$ cat src/rtl/uart_sfr_bridge_pkg.sv
// uart_sfr_bridge_pkg: register map and bit positions shared by the bridge and its bench
package uart_sfr_bridge_pkg;
    localparam logic [2:0] ADDR_TXREG   = 3'd0;
    localparam logic [2:0] ADDR_RCREG   = 3'd1;
    localparam logic [2:0] ADDR_STATUS  = 3'd2;
    localparam logic [2:0] ADDR_CTRL    = 3'd3;
    localparam logic [2:0] ADDR_PRESC_L = 3'd4;
    localparam logic [2:0] ADDR_PRESC_H = 3'd5;
    localparam int ST_TXE    = 0;
    localparam int ST_RXA    = 1;
    localparam int ST_RXF    = 2;
    localparam int ST_TXOV   = 3;
    localparam int ST_RXOVR  = 4;
    localparam int ST_FERR   = 5;
    localparam int ST_TXBUSY = 6;
    localparam int CT_TXIE  = 0;
    localparam int CT_RXIE  = 1;
    localparam int CT_ERRIE = 2;
endpackage

$ cat src/rtl/uart_sfr_bridge_rx_fifo.sv
// uart_sfr_bridge_rx_fifo: receive buffer; UART_SFR_BRIDGE_RX_FIFO_EN selects a DEPTH-entry FIFO, else one holding register
module uart_sfr_bridge_rx_fifo #(
    parameter int DEPTH = 4
) (
    input  logic       clk,
    input  logic       reset_n,
    input  logic       push,
    input  logic [7:0] push_data,
    input  logic       pop,
    output logic [7:0] pop_data,
    output logic       empty,
    output logic       full,
    output logic       avail_next
);
`ifdef UART_SFR_BRIDGE_RX_FIFO_EN
    localparam int AW = $clog2(DEPTH);
    localparam int CW = AW + 1;
    logic [7:0] mem [DEPTH];
    logic [AW-1:0] wp, rp;
    logic [CW-1:0] count, count_next;

    assign count_next = count + CW'(push) - CW'(pop);
    assign empty      = count == '0;
    assign full       = count == CW'(DEPTH);
    assign avail_next = count_next != '0;
    assign pop_data   = mem[rp];

    // Pointers wrap naturally because DEPTH is a power of two
    always_ff @(posedge clk or negedge reset_n) begin
        if (!reset_n) begin
            wp    <= '0;
            rp    <= '0;
            count <= '0;
        end else begin
            if (push) wp <= wp + AW'(1);
            if (pop) rp <= rp + AW'(1);
            count <= count_next;
        end
    end

    // Storage needs no reset: the count decides what is valid
    always_ff @(posedge clk) begin
        if (push) mem[wp] <= push_data;
    end
`else
    logic [7:0] data;
    logic valid;
    logic [31:0] unused_depth;

    assign unused_depth = 32'(DEPTH);
    assign avail_next   = push || (valid && !pop);
    assign empty        = !valid;
    assign full         = valid;
    assign pop_data     = data;

    // Single holding register; push and pop never coincide since push needs it empty
    always_ff @(posedge clk or negedge reset_n) begin
        if (!reset_n) begin
            valid <= 1'b0;
            data  <= 8'h00;
        end else begin
            valid <= avail_next;
            if (push) data <= push_data;
        end
    end
`endif
endmodule

$ cat src/rtl/uart_sfr_bridge.sv
// uart_sfr_bridge: PIC SFR bus to UART AXI-stream bridge; define UART_SFR_BRIDGE_RX_FIFO_EN for a multi-entry RX FIFO
module uart_sfr_bridge
    import uart_sfr_bridge_pkg::*;
#(
    parameter logic [15:0] PRESCALE_RST  = 16'd2,
    parameter int          RX_FIFO_DEPTH = 4
) (
    input  logic        clk,
    input  logic        reset_n,
    input  logic [2:0]  addr,
    input  logic        wr_en,
    input  logic [7:0]  wr_data,
    input  logic        rd_en,
    output logic [7:0]  rd_data,
    output logic        irq,
    output logic [7:0]  m_axis_tdata,
    output logic        m_axis_tvalid,
    input  logic        m_axis_tready,
    input  logic [7:0]  s_axis_tdata,
    input  logic        s_axis_tvalid,
    output logic        s_axis_tready,
    input  logic        tx_busy,
    input  logic        rx_overrun_error,
    input  logic        rx_frame_error,
    output logic [15:0] prescale
);
    logic [2:0] ctrl, ctrl_next;
    logic txov, rxovr, ferr, txov_next, rxovr_next, ferr_next;
    logic hs, wr_tx, tx_accept, tvalid_next;
    logic push, pop, rx_empty, rx_full, rxa_next;
    logic [7:0] rx_data, status, clr, rd_mux;

    assign hs          = m_axis_tvalid && m_axis_tready;
    assign wr_tx       = wr_en && addr == ADDR_TXREG;
    assign tx_accept   = wr_tx && (!m_axis_tvalid || hs);
    assign tvalid_next = tx_accept || (m_axis_tvalid && !hs);
    assign push        = s_axis_tvalid && s_axis_tready;
    assign pop         = rd_en && addr == ADDR_RCREG && !rx_empty;
    assign s_axis_tready = !rx_full;
    assign clr         = (wr_en && addr == ADDR_STATUS) ? wr_data : 8'h00;
    assign txov_next   = (wr_tx && !tx_accept) || (txov && !clr[ST_TXOV]);
    assign rxovr_next  = rx_overrun_error || (rxovr && !clr[ST_RXOVR]);
    assign ferr_next   = rx_frame_error || (ferr && !clr[ST_FERR]);
    assign ctrl_next   = (wr_en && addr == ADDR_CTRL) ? wr_data[2:0] : ctrl;
    assign status      = {1'b0, tx_busy, ferr, rxovr, txov, rx_full, !rx_empty, !m_axis_tvalid};

    uart_sfr_bridge_rx_fifo #(.DEPTH(RX_FIFO_DEPTH)) u_rx_fifo (
        .clk        (clk),
        .reset_n    (reset_n),
        .push       (push),
        .push_data  (s_axis_tdata),
        .pop        (pop),
        .pop_data   (rx_data),
        .empty      (rx_empty),
        .full       (rx_full),
        .avail_next (rxa_next)
    );

    // Read mux sees pre-write state, so a simultaneous write never leaks into the read
    always_comb begin
        rd_mux = 8'h00;
        case (addr)
            ADDR_RCREG:   rd_mux = rx_empty ? 8'h00 : rx_data;
            ADDR_STATUS:  rd_mux = status;
            ADDR_CTRL:    rd_mux = {5'b0, ctrl};
            ADDR_PRESC_L: rd_mux = prescale[7:0];
            ADDR_PRESC_H: rd_mux = prescale[15:8];
            default:      rd_mux = 8'h00;
        endcase
    end

    // Registers; irq is built from next-state values so it tracks the state one cycle after an event
    always_ff @(posedge clk or negedge reset_n) begin
        if (!reset_n) begin
            rd_data       <= 8'h00;
            irq           <= 1'b0;
            m_axis_tdata  <= 8'h00;
            m_axis_tvalid <= 1'b0;
            prescale      <= PRESCALE_RST;
            ctrl          <= 3'b000;
            txov          <= 1'b0;
            rxovr         <= 1'b0;
            ferr          <= 1'b0;
        end else begin
            if (rd_en) rd_data <= rd_mux;
            if (tx_accept) m_axis_tdata <= wr_data;
            m_axis_tvalid <= tvalid_next;
            if (wr_en && addr == ADDR_PRESC_L) prescale[7:0] <= wr_data;
            if (wr_en && addr == ADDR_PRESC_H) prescale[15:8] <= wr_data;
            ctrl  <= ctrl_next;
            txov  <= txov_next;
            rxovr <= rxovr_next;
            ferr  <= ferr_next;
            irq   <= (ctrl_next[CT_TXIE] && !tvalid_next) || (ctrl_next[CT_RXIE] && rxa_next)
                     || (ctrl_next[CT_ERRIE] && (txov_next || rxovr_next || ferr_next));
        end
    end
endmodule

$ cat config.mk
export PLATFORM = sky130hd
export DESIGN_NAME = uart_sfr_bridge
export DESIGN_NICKNAME = d
export VERILOG_FILES = /design/src/rtl/uart_sfr_bridge_pkg.sv /design/src/rtl/uart_sfr_bridge_rx_fifo.sv /design/src/rtl/uart_sfr_bridge.sv
export SDC_FILE = /design/constraint.sdc
export NUM_CORES = 1
export LEC_CHECK = 0
export BUFFER_PORTS_ARGS = -buffer_cell sky130_fd_sc_hd__buf_2
export CAP_MARGIN = 40
export CORE_MARGIN = 2
export CORE_UTILIZATION = 30
export DETAILED_ROUTE_END_ITERATION = 12
export PLACE_DENSITY_LB_ADDON = 0.3
export SYNTH_ARGS = -nofsm -noshare
export SYNTH_HDL_FRONTEND = slang
export SYNTH_SLANG_ARGS = --single-unit
$ cat constraint.sdc
create_clock -name clk -period 1.45 [get_ports clk]
set_input_delay 0.145 -clock clk [delete_from_list [all_inputs] [get_ports clk]]
set_output_delay 0.145 -clock clk [all_outputs]
set_load 0.02 [all_outputs]
==> run metrics <==
CP startpoint kind=flop; htree depth=2; Total Power=roughly 3700 µW; layout cells sized above 1=between 50% and 60%; Initial Utilization=between 30% and 40%; clock tree buffer depth=2; core area=a little over 7000 µm²; Nets=between 200 and 300; chip height=~90 µm; Setup WS post-layout=around 0.14 ns; GRT overflow=0; Hold Fails Final Rpt=0; crit path time final=1.31 ns; Hold Startpoint=s_axis_tdata[3]; GRT Util Overall=between 10% and 20%; GR peak layer=met2; synthesized area=2220 µm²; hold depth=2; port bufs=62; Leak Pwr=between 0.001 and 0.0015 µW; Clock Skew=approximately 0.0066 ns; initial antenna violation count=0; Synth top area share=~54%; chain of cells forming the critical path=nor2b_1, buf_4, a22oi_1, o22ai_1, mux2_2; crit path max fanout=5; Total Routed Length=between 5000 and 6000 µm; vias per inst=around 4.7; Ys Warns=0; P&R area growth vs syn=28.4%; wire per inst=15.3 µm; CTS root buf=clkbuf_8; Netlist cell types=33; reg2reg setup slack=between 0.1 and 0.15 ns; post-synthesis area per instance=between 10 and 15 µm²; Synth Register Bits=slightly below 50; Max-cap violations=0; global placement routability congestion=roughly 0.73; CP Class=reg -> reg; DRC=0; Mapped Nets=198; GR Layer Usage met2=roughly 22%; pin count of the biggest net entering global routing=35; vias in the first global route=1707; Slew Limit Fails=0; dpl hpwl=approximately 4300 µm; CTS Buf Count=5; Worst Path Arrival=~1.5 ns; Die ar.=approximately 8000 µm²; met3 usage=3.77%; Non-Filler Instances=~350; first-pass GRT wire length=slightly below 9000 µm; placed inst area=2760 µm²; Worst Path Required=about 1.6 ns; top cells by area, synth=dfrtp_1, mux2_2, mux2_4; placed cells=339; clock sinks=slightly below 50; Pwr Density=1280 nW/µm²; Critical-path top delay cell=dfrtp_1; CTS tree=done; Seq/Total Area, Yosys=between 50% and 60%; register clock-pin slew on the reported worst setup and hold paths=around 0.090 ns; RSZ-0062 raised after global routing=no; Max Fclk=around 760 MHz; Cells after Synth=170; Place WS=-0.0272 ns; CP endpoint kind=flop; Crit. Startpoint=u_rx_fifo.full; final instance area=approximately 2900 µm²; HP Class=in -> reg; VDD IR-drop max=between 0.3 and 0.4 mV; Synth area leader=dfrtp_1; Setup Buffers After CTS=0; max_slew headroom=73.2%; violation count after the first detailed-route iteration=40; final setup vio count=0; met1 Use GR=about 18%; fill cell count=about 760; RR Startpoint=u_rx_fifo.full; delay of the slowest critical-path stage=about 0.38 ns; Antenna Nets Post-Route=0; actual slew at the worst max-slew pin=0.401 ns; Diodes inserted=0; final worst-path cycle share=90.4%; row cnt=31; worst-skew pair later-pin latency=about 0.30 ns; status=complete, no violations; Initial DRT Pass Iterations=4; Die X=90.1 µm; IO Pins=between 60 and 70; vias=roughly 1.6k; Worst R2R Path Depth=5
-- layout make-up --
cell class / instances / area [µm²] / share of cell area (%)
sequential: 49 / 1230 / 43.0
timing repair buffer: 81 / 480 / 16.8
inverter: 5 / 18.8 / 0.658
tap: 99 / 124 / 4.34
multi-input combinational: 106 / 921 / 32.3
clock buffer: 6 / 72.6 / 2.54
clock inverter: 2 / 10.0 / 0.351
-- per-stage QoR --
stage               util [%]  TNS (ns)  hold slack [ns]
finish                  39.6         0           0.0776
global route            39.6         0           0.0663
floorplan                  -    -0.197           -0.151
detailed placement      38.3    -0.152           0.0930
global placement        38.3   -0.0173           0.0924
CTS                     39.6         0           0.0632
-- power by group --
part | internal (µW) | switching [µW]
clock | 335 | 439
sequential | 1650 | 189
combinational | 505 | 545
-- worst paths after layout --
path,endpoint
max in group asynchronous,rd_data[2]
min in group asynchronous,m_axis_tdata[6]
hold reg to reg,rd_data[4]
setup / recovery,rd_data[5]
setup reg to reg,rd_data[5]
hold / removal,u_rx_fifo.pop_data[3]
-- worst max-delay path: cells and delay by family, from the launching register on --
kind	cells	cell delay, ns
buffers and inverters	1	0.15
AO/OA/AOI/OAI	2	0.27
flip-flops	1	0.38
AND/OR/NAND/NOR	1	0.15
multiplexers	1	0.27
-- cell families after synthesis --
group | Yosys count | share of synthesized area, %
and+or+nand+nor | 33 | 9.01
AOI/OAI and AO/OA | 34 | 11.3
DFF | 49 | 55.2
muxes | 39 | 21.1
buffers and inverters | 15 | 3.32
-- sequential cells by signal, indices dropped and copies added (netlist names) --
| name | flops |
|---|---|
| prescale | 16 |
| m_axis_tdata | 8 |
| rd_data | 8 |
| u_rx_fifo.pop_data | 8 |
| ctrl | 3 |
| ferr | 1 |
| irq | 1 |
| m_axis_tvalid | 1 |
| rxovr | 1 |
| txov | 1 |
| u_rx_fifo.full | 1 |
-- layout by cell type, fill, tap and decap left out, types with 3 or more instances in the layout --
master	count
a21o_1	3
a22oi_1	10
a31o_2	3
buf_2	62
buf_4	16
clkbuf_8	5
dfrtp_1	48
inv_1	5
mux2_2	31
mux2_4	8
nand2_1	7
nand2b_1	3
nand3_1	3
nor2_1	6
nor2b_1	7
o211ai_1	3
o22ai_1	5
-- what timing repair did --
action / CTS / global route
hold buffers: 1 / 0
endpoints found under the hold margin: 14 / 0
resized for setup: 0 / 0
-- synthesized netlist by cell type --
cell / count
nand4b_1: 1
a21boi_0: 2
dfrtp_1: 48
inv_1: 5
or2_2: 1
mux2_4: 8
a41oi_1: 1
mux2_2: 31
nand3_1: 3
buf_2: 2
a31oi_1: 2
buf_1: 1
nand2b_4: 1
o41ai_1: 1
nand2b_1: 3
nor2_1: 6
and4bb_2: 1
nor3_2: 1
o22ai_1: 5
nand2_1: 7
clkbuf_1: 5
or4b_4: 1
and3b_1: 1
buf_6: 2
a221o_1: 1
nor2b_1: 7
a21oi_1: 2
a22o_1: 1
a22oi_1: 10
dfstp_2: 1
a31o_2: 3
o211ai_1: 3
a21o_1: 3
-- per-layer routing --
metal	vias to the layer above	part of all wire, %
li1	778	-
met1	800	46
met2	46	48
met3	4	5.6
met4	0	0.64
met5	-	0
No activity file was read; power rests on OpenSTA's default activity.
